### src/rtl/priority_pkg.sv
// Shared state encoding, dwell-counter sizing and parameter legality for the priority_2 sequencer.
package priority_pkg;

  typedef enum logic [1:0] {
    ST_IDLE   = 2'd0,
    ST_RUN    = 2'd1,
    ST_LAST   = 2'd2,
    ST_MIDDLE = 2'd3
  } state_t;

  // The counter must reach max(LAST_CYC, TMO_CYCLES) - 1; never narrower than one bit.
  function automatic int dwell_w(input int last_cyc, input int tmo_cycles);
    int m;
    m = 2;
    if (last_cyc > m) m = last_cyc;
    if (tmo_cycles > m) m = tmo_cycles;
    return $clog2(m);
  endfunction

  function automatic bit params_ok(input int sel_w, input int idle_code, input int last_code,
                                   input int last_cyc, input int tmo_cycles);
    return (sel_w >= 1) && (sel_w <= 30) && (idle_code != last_code) && (last_cyc >= 1) &&
           (tmo_cycles >= 0) && (idle_code >= 0) && (last_code >= 0) &&
           (idle_code < (1 << sel_w)) && (last_code < (1 << sel_w));
  endfunction

endpackage

### src/rtl/priority_dwell_cnt.sv
// Cycles-in-state counter: clear wins over increment, saturates at all-ones.
// Count visible one cycle after the clear/increment request.
module priority_dwell_cnt #(
  parameter int W = 1
) (
  input  logic         clk,
  input  logic         rst_n,
  input  logic         clr,
  input  logic         inc,
  output logic [W-1:0] cnt
);

  logic [W-1:0] cnt_q;
  logic [W-1:0] cnt_d;

  always_comb begin
    cnt_d = cnt_q;
    if (clr) begin
      cnt_d = '0;
    end else if (inc && (cnt_q != {W{1'b1}})) begin
      cnt_d = cnt_q + 1'b1;
    end
  end

  always_ff @(posedge clk or negedge rst_n) begin
    if (!rst_n) begin
      cnt_q <= '0;
    end else begin
      cnt_q <= cnt_d;
    end
  end

  assign cnt = cnt_q;

endmodule

### src/rtl/priority_2.sv
// Handshake sequencer IDLE->RUN->MIDDLE->{LAST|IDLE} with LAST dwell and MIDDLE timeout.
// One-cycle input-to-state latency; f/busy/tmo are registered from the next state.
module priority_2
  import priority_pkg::*;
#(
  parameter int SEL_W      = 2,
  parameter int IDLE_CODE  = 2,
  parameter int LAST_CODE  = 3,
  parameter int LAST_CYC   = 1,
  parameter int TMO_CYCLES = 16
) (
  input  logic             clk,
  input  logic             rst_n,
  input  logic             do_i,
  input  logic [SEL_W-1:0] sel,
  output logic             f,
  output logic             busy,
  output logic             tmo
);

  localparam int DW = dwell_w(LAST_CYC, TMO_CYCLES);
  localparam bit TMO_EN = (TMO_CYCLES != 0);
  localparam logic [SEL_W-1:0] IDLE_SEL = SEL_W'(IDLE_CODE);
  localparam logic [SEL_W-1:0] LAST_SEL = SEL_W'(LAST_CODE);
  localparam logic [DW-1:0] LAST_END = DW'(LAST_CYC - 1);
  localparam logic [DW-1:0] TMO_LAST = TMO_EN ? DW'(TMO_CYCLES - 1) : '0;

  if (!params_ok(SEL_W, IDLE_CODE, LAST_CODE, LAST_CYC, TMO_CYCLES)) begin : g_param_err
    $error("priority_2: illegal parameter combination");
  end

  state_t        state_q, state_d;
  logic          f_q, f_d;
  logic          busy_q, busy_d;
  logic          tmo_q, tmo_d;
  logic          dwell_clr;
  logic [DW-1:0] dwell;

  // Exit arms in MIDDLE are ordered: run request, idle code, last code, timeout.
  always_comb begin
    state_d = state_q;
    tmo_d   = 1'b0;
    case (state_q)
      ST_IDLE: begin
        if (do_i) state_d = ST_RUN;
      end
      ST_RUN: begin
        if (!do_i) state_d = ST_MIDDLE;
      end
      ST_MIDDLE: begin
        if (do_i) begin
          state_d = ST_RUN;
        end else if (sel == IDLE_SEL) begin
          state_d = ST_IDLE;
        end else if (sel == LAST_SEL) begin
          state_d = ST_LAST;
        end else if (TMO_EN && (dwell == TMO_LAST)) begin
          state_d = ST_IDLE;
          tmo_d   = 1'b1;
        end
      end
      ST_LAST: begin
        if (dwell == LAST_END) state_d = ST_IDLE;
      end
      default: state_d = ST_IDLE;
    endcase
    f_d       = (state_d == ST_LAST);
    busy_d    = (state_d == ST_RUN) || (state_d == ST_MIDDLE);
    dwell_clr = (state_d != state_q);
  end

  priority_dwell_cnt #(
    .W(DW)
  ) u_dwell (
    .clk  (clk),
    .rst_n(rst_n),
    .clr  (dwell_clr),
    .inc  (!dwell_clr),
    .cnt  (dwell)
  );

  always_ff @(posedge clk or negedge rst_n) begin
    if (!rst_n) begin
      state_q <= ST_IDLE;
      f_q     <= 1'b0;
      busy_q  <= 1'b0;
      tmo_q   <= 1'b0;
    end else begin
      state_q <= state_d;
      f_q     <= f_d;
      busy_q  <= busy_d;
      tmo_q   <= tmo_d;
    end
  end

  assign f    = f_q;
  assign busy = busy_q;
  assign tmo  = tmo_q;

  // ASCII state name for waveform viewers.
  function automatic logic [47:0] state_name(input state_t s);
    case (s)
      ST_IDLE:   return "IDLE  ";
      ST_RUN:    return "RUN   ";
      ST_LAST:   return "LAST  ";
      ST_MIDDLE: return "MIDDLE";
      default:   return "??????";
    endcase
  endfunction

endmodule

### config.mk
export PLATFORM = sky130hd
export DESIGN_NAME = priority_2
export DESIGN_NICKNAME = d
export VERILOG_FILES = /design/src/rtl/priority_pkg.sv /design/src/rtl/priority_dwell_cnt.sv /design/src/rtl/priority_2.sv
export SDC_FILE = /design/constraint.sdc
export NUM_CORES = 1
export LEC_CHECK = 0
export ABC_AREA = 1
export CORE_AREA = 4 4 41 43
export CTS_CLUSTER_SIZE = 16
export DETAILED_ROUTE_END_ITERATION = 8
export DIE_AREA = 0 0 45 47
export PLACE_DENSITY_LB_ADDON = 0.15
export SETUP_SLACK_MARGIN = 0.2
export SKIP_LAST_GASP = 1
export SLEW_MARGIN = 20
export SYNTH_ARGS = -nofsm -noshare
export SYNTH_HDL_FRONTEND = slang
export SYNTH_SLANG_ARGS = --single-unit
### constraint.sdc
create_clock -name clk -period 1.7 [get_ports clk]
set_input_delay 0.255 -clock clk [delete_from_list [all_inputs] [get_ports clk]]
set_output_delay 0.255 -clock clk [all_outputs]
set_load 0.01 [all_outputs]
# [Yosys cells after proc, flatten, opt, wreduce, memory -nomap -nowiden]
# Cells that the tools add are included.
[totals] reg_bits=9 latchBits=0 ram_bits=0 romBits=0 wordCells=38 n_memories=0
[classes] n_addsub=1 multipliers=0 n_div=0 n_lt_le_gt_ge=0 n_eq_ne=11 n_shift=0 n_mux=15 n_bitwise=0 n_reduce_logical=6
[op_table] operator="$mux 2" n=7
[op_table] operator="$eq 2x2->1 const B" n=6
[op_table] operator="$mux 4" n=2
[op_table] operator="$pmux 2 s4" n=1
[op_table] operator="$mux 1" n=5
[op_table] operator="$add 4x1->4 const B" n=1
[op_table] operator="$eq 2x1->1 const B" n=2
[op_table] operator="$eq 4x4->1 const B" n=1
[op_table] operator="$logic_not 4->1" n=1
[op_table] operator="$ne 4x4->1 const B" n=1
[op_table] operator="$logic_not 2->1" n=1
[op_table] operator="$ne 2x2->1" n=1
[op_table] operator="$reduce_bool 2->1" n=1
[op_table] operator="$logic_and 1x1->1" n=1
[op_table] operator="$logic_not 1->1" n=1
[op_table] operator="$logic_or 1x1->1" n=1

# [Depth between registers and ports, before layout]
[logic_depth] ltp_word=11 depth_mapped=8 mapped_depth_nobuf=8

# [By module]
# A second synthesis with hierarchy kept.
[hier_totals] cells_unflattened=66 area_unflattened_um2=514.2
[modules_own_cells] module="priority_2" instances=1 cells_each=37 area_each_um2=291.5 seq_area_each_um2=125.1
[modules_own_cells] module="priority_dwell_cnt" instances=1 cells_each=29 area_each_um2=222.7 seq_area_each_um2=100.1

# [Worst setup path after synthesis]
# OpenSTA, ideal clock, no wires.
[synth_timing] kind="register -> register" start="reg u_dwell.cnt_q[0], in the netlist u_dwell.cnt[0]" end="reg u_dwell.cnt_q[2], in the netlist u_dwell.cnt[2]" setup_ps=71 arrival_time_ps=1140 slack_ps=488 path_stages_with_launch=7 path_buffers=0 path_cell_list="dfrtp_1 -> ha_1 -> nand3_4 -> nand2_4 -> a21oi_1 -> nand2_2 -> nor2_1"
[synth_between] elab_chain_cells=10
[synth_rtl] element="start: declaration" line_no="priority_dwell_cnt.sv:13" rtl="logic [W-1:0] cnt_q;"
[synth_rtl] element="start signal: assignment" line_no="priority_dwell_cnt.sv:29" rtl="cnt_q <= cnt_d;"
[synth_rtl] element="$eq 4x4->1" line_no="priority_2.sv:57" rtl="end else if (TMO_EN && (dwell == TMO_LAST)) begin"
[synth_rtl] element="$mux 2" line_no="priority_2.sv:57"
[synth_rtl] element="$mux 2" line_no="priority_2.sv:55" rtl="end else if (sel == LAST_SEL) begin"
[synth_rtl] element="$mux 2" line_no="priority_2.sv:53" rtl="end else if (sel == IDLE_SEL) begin"
[synth_rtl] element="$mux 2" line_no="priority_2.sv:51" rtl="if (do_i) begin"
[synth_rtl] element="$pmux 2 s4" line_no="priority_2.sv:43" rtl="case (state_q)"
[synth_rtl] element="$ne 2x2->1" line_no="priority_2.sv:69" rtl="dwell_clr = (state_d != state_q);"
[synth_rtl] element="$logic_not 1->1" line_no="priority_2.sv:78" rtl=".inc (!dwell_clr),"
[synth_rtl] element="$logic_and 1x1->1" line_no="priority_dwell_cnt.sv:20" rtl="end else if (inc && (cnt_q != {W{1'b1}})) begin"
[synth_rtl] element="$reduce_bool 2->1 (no line)"
# Parallel ways exist; a longest one is shown, timed or not. The select of a mux whose other input is x is not followed.
# A chain may end at the register's enable or synchronous reset.

# [Final worst setup path]
[layout_timing] start="reg tmo_q, in the netlist tmo" end="out tmo"
[layout_lines] element="start: declaration" line_no="priority_2.sv:35" rtl="logic tmo_q, tmo_d;"
[layout_lines] element="start signal: assignment" line_no="priority_2.sv:92" rtl="tmo_q <= tmo_d;"
[layout_lines] element="end: declaration" line_no="priority_2.sv:18" rtl="output logic tmo"
# No word-level cell between the ends.

==> flow_metrics.py <==
metrics = {
    "setup_path": {
        "reg2reg_slack_ps": 360,
        "arrival_ps": 1100,
        "cp.depth": 1,
        "critPathLaunch": "tmo$_DFF_PN0_",
        "crit_path_end": "tmo",
        "crit_chain": "clkdlybuf4s50_1",
        "path_max_fanout": 1,
        "cp_slowest_cell": "clkdlybuf4s50_1",
        "crit_family": "buffers and inverters",
        "cp-start-kind": "flip-flop",
        "reg2reg_from": "u_dwell.cnt[0]$_DFFE_PN0P_",
        "worst-path-buf-inv": 1,
        "r2r-end": "u_dwell.cnt[1]$_DFFE_PN0P_",
        "r2r_cells": 6,
        "worstSetupPathType": "reg -> out",
        "required_ps": 1440,
        "cp_slowest_stage_delay_ps": 520,
        "crit_path_end_kind": "output port",
    },
    "floorplan": {
        "die_area_sq_um": 2120,
        "fp.dieW_um": 45,
        "rows": 13,
        "die_height_um": 47,
        "start_util": 0.365,
        "core_area_sq_um": 1300,
        "io_pins": 8,
    },
    "synth": {
        "synth_seq_area_share": 0.421,
        "ys_warn_count": 0,
        "syn_nets": 64,
        "synth_seq_cells": 8,
        "syn_avg_cell_area_sq_um": 8.34,
        "synth_area_sq_um": 475,
        "yosysUniqueCellTypes": 21,
        "syn_inst": 57,
    },
    "routing": {
        "dr.first_iter.drc_count": 3,
        "drc_errors": 0,
        "dr.pass1.iters": 2,
        "antenna_left": 0,
        "via_count": 351,
        "drt-total-wl_um": 805,
        "routedWlPerCell_um": 9.82,
        "via_per_inst": 4.28,
    },
    "finish": {
        "nets": 76,
        "syn_to_final_growth_pct": 24.2,
        "final_cell_count_no_fill": 82,
        "final_common_cell": "inv_1",
        "n_antenna_cell": 0,
        "drive_above_1_share": 0.239,
        "layout_common_cells": "inv_1, nand2_1, dfrtp_1",
    },
    "grt": {
        "grt_max_degree": 9,
        "track_usage": 0.0986,
        "grt-ovfl-total": 0,
        "antenna_found_initial": 0,
        "grt_pass1_vias": 348,
        "grt_pass1_wl_mm": 1.40,
    },
    "run": {
        "drv_cap": 0,
    },
    "timing": {
        "setup_viol": 0,
        "fin_crit_sh": 0.797,
        "slew_headroom": 0.760,
        "period_needed_ps": 1350,
        "drv_slew": 0,
        "rsz0062_at_grt": "false",
        "fmax_ghz": 0.738,
        "hold_violations": 0,
        "tightest_slew_ps": 359,
        "timing.setup.tns_ps": 0,
        "skew_ps": 3.28,
    },
    "cts": {
        "clk_path_buf_depth": 2,
        "clk_latency_ps": 250,
        "cts_tree": "built",
        "cts_buffers": 3,
        "cts.clk_slew.worst_paths_ps": 50,
        "cts_root_buf": "clkbuf_4",
        "htree_num_levels": 1,
        "post_cts_buffers": 0,
        "cts_sinks": 8,
    },
    "placement": {
        "dp.cells": 79,
        "portBuffers": 7,
        "dp_hpwl_um": 647,
        "gp_congestion": 0.753,
    },
    "outcome": {
        "status": "finished clean",
    },
    "worst_hold_path": {
        "hp-class": "in -> async",
    },
    "pwr": {
        "p_leak_nw": 0.295,
        "powerDensity_nw_per_um2": 1230,
        "vdd_drop_max_mv": 0.623,
    },
}
-- registers in the layout (all words and copies together) (netlist names) --
register,cells
tmo,1
f,1
u_dwell.cnt,4
busy,1
state_q,1
-- synth_stat cells, drive strengths merged --
cell type	number	area, sq um
a21oi	2	13.8
dfrtp	8	200
ha	2	25.0
inv	12	45.1
nand2	13	63.8
nand3	4	37.5
nor2	8	40.0
nor4	1	6.26
o21ai	5	28.8
or2	1	6.26
xor2	1	8.76
-- cell type report --
class,count,area (sq um)
tap,15,18.8
inverter,12,45.0
clock buffer,3,22.5
sequential,8,201
timing repair buffer,7,72.6
fill,126,711
multi-input combinational,37,230
-- metal layers --
layer  part of all wire  GRT usage
met5                  0          0
met1               0.49      0.107
met3              0.060     0.0690
met2               0.43      0.144
met4              0.015     0.0526
-- metrics by stage --
step / util / total power [mW] / hold slack [ps] / area, sq um / setup slack [ps]
final: 0.454 / 0.729 / 279 / 591 / 345
after floorplan: - / 0.506 / -40.6 / 475 / 488
after CTS: 0.451 / 0.744 / 298 / 587 / 210
after global routing: 0.454 / 0.803 / 298 / 591 / 253
after detailed placement: 0.434 / 0.596 / 564 / 564 / 274
after global placement: 0.434 / 0.596 / 563 / 564 / 285
-- worst min-delay path by stage --
stage / from / to
2_1_floorplan: rst_n / busy$_DFF_PN0_
3_3_place_gp: rst_n / tmo$_DFF_PN0_
3_5_place_dp: busy$_DFF_PN0_ / busy$_DFF_PN0_
4_1_cts: rst_n / u_dwell.cnt[3]$_DFFE_PN0P_
5_1_grt: rst_n / u_dwell.cnt[3]$_DFFE_PN0P_
6_report: rst_n / u_dwell.cnt[3]$_DFFE_PN0P_
-- what timing repair did --
action	4_1_cts	5_1_grt
hold buffers	0	0
setup endpoints to repair	0	1
resized for setup	0	2
-- where the power goes --
part / total [mW] / switching (mW) / internal (mW) / leakage (nW)
registers: 0.297 / 0.0544 / 0.242 / 0.103
clock network: 0.141 / 0.0603 / 0.0805 / 0.0138
logic: 0.291 / 0.167 / 0.124 / 0.179
total: 0.729 / 0.281 / 0.447 / 0.295
-- cells by family after synthesis --
kind of cell,synth area share
compound gates,0.0895
fa+ha+maj,0.0526
simple gates,0.324
xor+xnor,0.0184
buf+inv,0.0948
flops,0.421
Note: power is estimated with default switching activity, not from simulation.
